==> src/rtl/boot_loader_if.sv <==
// Byte-stream input and ram port A / cpu-control outputs of the boot loader.
// The master drives the UART byte strobe. The slave, boot_loader, drives ram and cpu control.
interface boot_loader_if #(
  parameter int ADDR_W = 9
) ();
  logic              rx_valid;
  logic [7:0]        rx_data;
  logic [3:0]        ram_we;
  logic [ADDR_W-1:0] ram_addr;
  logic [31:0]       ram_wdata;
  logic              cpu_rst;
  logic              done;
  logic              err;

  modport master (
    output rx_valid, rx_data,
    input  ram_we, ram_addr, ram_wdata, cpu_rst, done, err
  );

  modport slave (
    input  rx_valid, rx_data,
    output ram_we, ram_addr, ram_wdata, cpu_rst, done, err
  );
endinterface

==> src/rtl/boot_loader.sv <==
// Serial program loader. It packs a counted byte stream into 32-bit ram words and checks
// an XOR checksum. The cpu stays in reset until a complete image has been accepted.
module boot_loader #(
  parameter int ADDR_W    = 9,
  parameter int MAX_WORDS = 512
) (
  input logic          clk,
  input logic          rst,
  boot_loader_if.slave bus
);

  typedef enum logic [2:0] {
    HDR_HI,
    HDR_LO,
    DATA,
    CSUM,
    RUN,
    ERROR
  } state_t;

  localparam logic [15:0] MAX_N = 16'(MAX_WORDS);

  state_t      state;
  logic [15:0] cnt;
  logic [15:0] word_cnt;
  logic [1:0]  byte_cnt;
  logic [7:0]  csum;
  logic [23:0] shift;
  logic [15:0] hdr_n;

  assign hdr_n = {cnt[15:8], bus.rx_data};

  // NOTE: all state is updated with non-blocking assignments, so every branch reads pre-edge values.
  always_ff @(posedge clk) begin
    if (!rst) begin
      state         <= HDR_HI;
      cnt           <= '0;
      word_cnt      <= '0;
      byte_cnt      <= '0;
      csum          <= '0;
      shift         <= '0;
      bus.ram_we    <= '0;
      bus.ram_addr  <= '0;
      bus.ram_wdata <= '0;
      bus.cpu_rst   <= 1'b1;
      bus.done      <= 1'b0;
      bus.err       <= 1'b0;
    end else begin
      // NOTE: default the write strobe every cycle so that it is a single-cycle pulse.
      bus.ram_we <= '0;
      if (bus.rx_valid) begin
        unique case (state)
          HDR_HI: begin
            cnt[15:8] <= bus.rx_data;
            state     <= HDR_LO;
          end
          HDR_LO: begin
            cnt[7:0] <= bus.rx_data;
            if (hdr_n > MAX_N) begin
              state   <= ERROR;
              bus.err <= 1'b1;
            end else if (hdr_n == 16'd0) begin
              state <= CSUM;
            end else begin
              state <= DATA;
            end
          end
          DATA: begin
            shift    <= {shift[15:0], bus.rx_data};
            csum     <= csum ^ bus.rx_data;
            byte_cnt <= byte_cnt + 2'd1;
            if (byte_cnt == 2'd3) begin
              bus.ram_we    <= 4'hF;
              bus.ram_wdata <= {shift, bus.rx_data};
              bus.ram_addr  <= word_cnt[ADDR_W-1:0];
              word_cnt      <= word_cnt + 16'd1;
              if (word_cnt + 16'd1 == cnt) state <= CSUM;
            end
          end
          CSUM: begin
            if (bus.rx_data == csum) begin
              state       <= RUN;
              bus.cpu_rst <= 1'b0;
              bus.done    <= 1'b1;
            end else begin
              state   <= ERROR;
              bus.err <= 1'b1;
            end
          end
          default: ; // RUN and ERROR are terminal until reset
        endcase
      end
    end
  end

endmodule

==> src/flat_wrapper.sv <==
// flat-port wrapper written by rule: the top's interface ports become plain ports
module boot_loader_flat 
#(
  parameter int ADDR_W    = 9,
  parameter int MAX_WORDS = 512
)
  (clk, rst, bus_rx_valid, bus_rx_data, bus_ram_we, bus_ram_addr, bus_ram_wdata, bus_cpu_rst, bus_done, bus_err);
  boot_loader_if #(.ADDR_W(ADDR_W)) bus_i ();
  input logic clk;
  input logic rst;
  input wire logic [$bits(bus_i.rx_valid)-1:0] bus_rx_valid;
  input wire logic [$bits(bus_i.rx_data)-1:0] bus_rx_data;
  output wire logic [$bits(bus_i.ram_we)-1:0] bus_ram_we;
  output wire logic [$bits(bus_i.ram_addr)-1:0] bus_ram_addr;
  output wire logic [$bits(bus_i.ram_wdata)-1:0] bus_ram_wdata;
  output wire logic [$bits(bus_i.cpu_rst)-1:0] bus_cpu_rst;
  output wire logic [$bits(bus_i.done)-1:0] bus_done;
  output wire logic [$bits(bus_i.err)-1:0] bus_err;
  assign bus_i.rx_valid = bus_rx_valid;
  assign bus_i.rx_data = bus_rx_data;
  assign bus_ram_we = bus_i.ram_we;
  assign bus_ram_addr = bus_i.ram_addr;
  assign bus_ram_wdata = bus_i.ram_wdata;
  assign bus_cpu_rst = bus_i.cpu_rst;
  assign bus_done = bus_i.done;
  assign bus_err = bus_i.err;
  boot_loader #(.ADDR_W(ADDR_W), .MAX_WORDS(MAX_WORDS)) u_core (.clk(clk), .rst(rst), .bus(bus_i));
endmodule
==> config.mk <==
export PLATFORM = sky130hd
export DESIGN_NAME = boot_loader_flat
export DESIGN_NICKNAME = d
export VERILOG_FILES = /design/src/rtl/boot_loader_if.sv /design/src/rtl/boot_loader.sv /design/src/flat_wrapper.sv
export SDC_FILE = /design/constraint.sdc
export NUM_CORES = 1
export LEC_CHECK = 0
export BUFFER_PORTS_ARGS = -buffer_cell sky130_fd_sc_hd__buf_2
export CORE_ASPECT_RATIO = 0.6
export CORE_UTILIZATION = 58
export DETAILED_ROUTE_END_ITERATION = 10
export GPL_TIMING_DRIVEN = 0
export PLACE_DENSITY_LB_ADDON = 0.08
export SLEW_MARGIN = 20
export SYNTH_ARGS = -nofsm -noshare
export SYNTH_HDL_FRONTEND = slang
export SYNTH_SLANG_ARGS = --single-unit
==> constraint.sdc <==
create_clock -name clk -period 2.4 [get_ports clk]
set_clock_uncertainty 0.15 [all_clocks]
set_input_delay 0.6 -clock clk [delete_from_list [all_inputs] [get_ports clk]]
set_output_delay 0.6 -clock clk [all_outputs]
set_load 0.02 [all_outputs]
==> flow_summary.toml <==
[detailed_routing]
vias_per_cell = 5.50
drc = 0
wl_um = 12800
final_antenna_net_count = 0
routedWlPerCell_um = 16.2
num_vias = 4359
first_pass_iters = 4
initialDrtViolationCount = 365

[yosys]
synth_xor_area_share_pct = 8.92
yosys.cell_count.top_type = "nand2_1"
yosys.area.top_type_share_pct = 45.6
ys_seq_area_share_pct = 45.6
synth_compound_area_share_pct = 16.0
ys.flop_type = "dfxtp_1"
netlist_instances = 598
synth_top_family_by_area = "simple AND/OR/NAND/NOR gates"
synthesis.area_um2 = 5010
synthAdderAreaFrac_pct = 0.500
ys_async_sr_fraction_pct = 0
synth.avg_cell_area_um2 = 8.38
synthMuxAreaShare_pct = 0.225
yosys-top-cells-area = "dfxtp_1 46%, nand2_1 14%, xnor2_1 7.0%"
ys_types = 40
ys_top_cells_by_count = "185 x nand2_1, 114 x dfxtp_1, 42 x a21boi_0, 42 x a21boi_1, 40 x xnor2_1"
synth-simple-area-share_pct = 24.6
ys.warnings.count = 0
synth-edff-count = 0
ys_ff_latch = 114
synth.largest_area_cell = "dfxtp_1"
syn_nets = 611

[cts]
htree_num_levels = 4
numCtsBuffers = 17
clock_sinks = 114
cts_tree = "done"
clockBufferDepth = 2
cts_resized = 5
postCtsHoldBufs = 0
cts-root-buf = "clkbuf_16"
clkTransAtPathRegs_ps = 50
clk_latency_ps = 420
post_cts_buffers = 0

[job]
cap_viol_max_count = 0

[die]
core_um2 = 8130
initial_utilization_pct = 61.6
die_x_um = 122
die_h_um = 74.0
ios = 59
die_area_um2 = 9030
core.rowCount = 25

[pwr]
ir_drop_mv = 0.538
fin_total_pwr_w = 0.00480
power.density_cell_area_nw_per_um2 = 788
leakagePower_nw = 2.34

[timing]
setup_viol = 0
tightest_slew_ps = 860
fin_crit_ps = 2320
holdWs_ps = 292
grt_setup_unrepaired = "false"
fmax_mhz = 431
slew_viol_final = 0
slew_headroom_pct = 42.3
hold_viol = 0
fin_crit_sh_pct = 96.7

[place]
place_area_um2 = 5430
hpwl_um = 9110
port_buffers = 57
gp_congestion = 0.900

[setup_path]
critical_path_class = "register to register"
critPathMaxFanout = 10
critPathRequiredTime_ps = 2590
reg2reg_depth = 7
crit_chain = "buf_4 > nand4_4 > or3_1 > a21bo_1 > a2111oi_2 > nand4_1 > a211oi_2"
worst_ep_arrival_time_ps = 2510
start_kind = "register"
critPathMaxStageDelay_ps = 390
end_kind = "register"
slowest_stage = "or3_1"

[status]
outcome = "finished, final reports clean"

[final_layout]
drive_gt1_share_pct = 17.2
final_cell_area_um2 = 6080
syn2layout_area_growth_pct = 21.4
final_nets = 686
nFillCells = 609
antenna_cells = 0

[global_routing]
grt_antenna_before_repair = 0
grt_pass1_wl_um = 20200
grt_max_degree = 17
first_global_vias = 3898
overflow = 0
grt_usage_pct = 30.4

[worst_hold_path]
hold_path_depth = 2
min_path_type = "register to register"
## cell usage in the layout (no fill, tap or decap), drive strengths merged, types with 5 or more instances in the layout
cell type	Yosys	routed
nor3	10	10
dfxtp	114	114
xnor2	40	40
and2	24	24
o21ai	7	7
nand3	8	8
buf	18	75
xor2	11	11
nand4	11	11
nor2	15	15
nand2	185	185
nand2b	5	5
clkbuf	24	45
nor2b	7	7
a21boi	84	84
## final timing paths
| kind | start | endpoint | slack, ps |
|---|---|---|---|
| setup / recovery | u_core.word_cnt[3] | u_core.state[0] | 80 |
| hold / removal | u_core.bus.cpu_rst | u_core.bus.cpu_rst | 290 |
| setup reg to reg | u_core.word_cnt[3] | u_core.state[0] | 80 |
| hold reg to reg | u_core.bus.cpu_rst | u_core.bus.cpu_rst | 290 |
## layout make-up
type                    instances  area (µm²)  area share, %
multi-input cells             439        2560           42.1
flip-flops and latches        114        2280           37.5
clock buffers                  22         484           7.96
repair buffers                 57         285           4.69
plain buffers                  41         194           3.19
well taps                     108         135           2.22
clock inverters                 9         129           2.12
inverters                       3        11.3          0.185
## routing by layer
metal | GRT usage (%) | share of wire (%)
met5 | 0 | 0
met4 | 11.2 | 1.1
met3 | 7.36 | 8.5
met2 | 43.4 | 41
met1 | 44.3 | 50
## power breakdown
part | leakage, nW | internal, W | switching, W | total (W)
logic | 1.12 | 0.0000998 | 0.000137 | 0.000237
clock network | 0.298 | 0.00173 | 0.000867 | 0.00260
registers | 0.921 | 0.00192 | 0.0000389 | 0.00196
## registers in the layout, indices dropped and copies added, names as in the netlist
signal                count
u_core.bus.done           1
u_core.cnt               16
u_core.bus.err            1
u_core.bus.cpu_rst        1
u_core.bus.ram_addr       9
u_core.word_cnt          16
u_core.csum               8
u_core.bus.ram_we         1
u_core.shift             24
u_core.bus.ram_wdata     32
u_core.byte_cnt           2
u_core.state              3
## critical path, delay by kind of cell (launching register included)
kind	cells	cell delay, ps
compound gates	3	830
simple gates	3	780
flops	1	310
buf+inv	1	170
## metrics by stage
| step | instances | setup slack, ps | util (%) | TNS (ps) |
|---|---|---|---|---|
| 2_1_floorplan | 598 | 238 | - | 0 |
| 5_1_grt | 793 | 15.1 | 74.8 | 0 |
| 3_5_place_dp | 763 | -204 | 66.8 | -6760 |
| 6_report | 793 | 78.1 | 74.8 | 0 |
| 4_1_cts | 794 | 23.3 | 74.6 | 0 |
| 3_3_place_gp | 763 | -185 | 66.8 | -5970 |
## logic make-up (layout without fill, tap and decap cells)
group / Yosys count / in the layout
AO/OA/AOI/OAI: 108 / 108
XOR/XNOR: 51 / 51
adder cells (fa/ha/maj): 2 / 2
AND/OR/NAND/NOR: 277 / 277
buffers and inverters: 45 / 132
flip-flops: 114 / 114
multiplexers: 1 / 1
No activity file was read; power rests on OpenSTA's default activity.
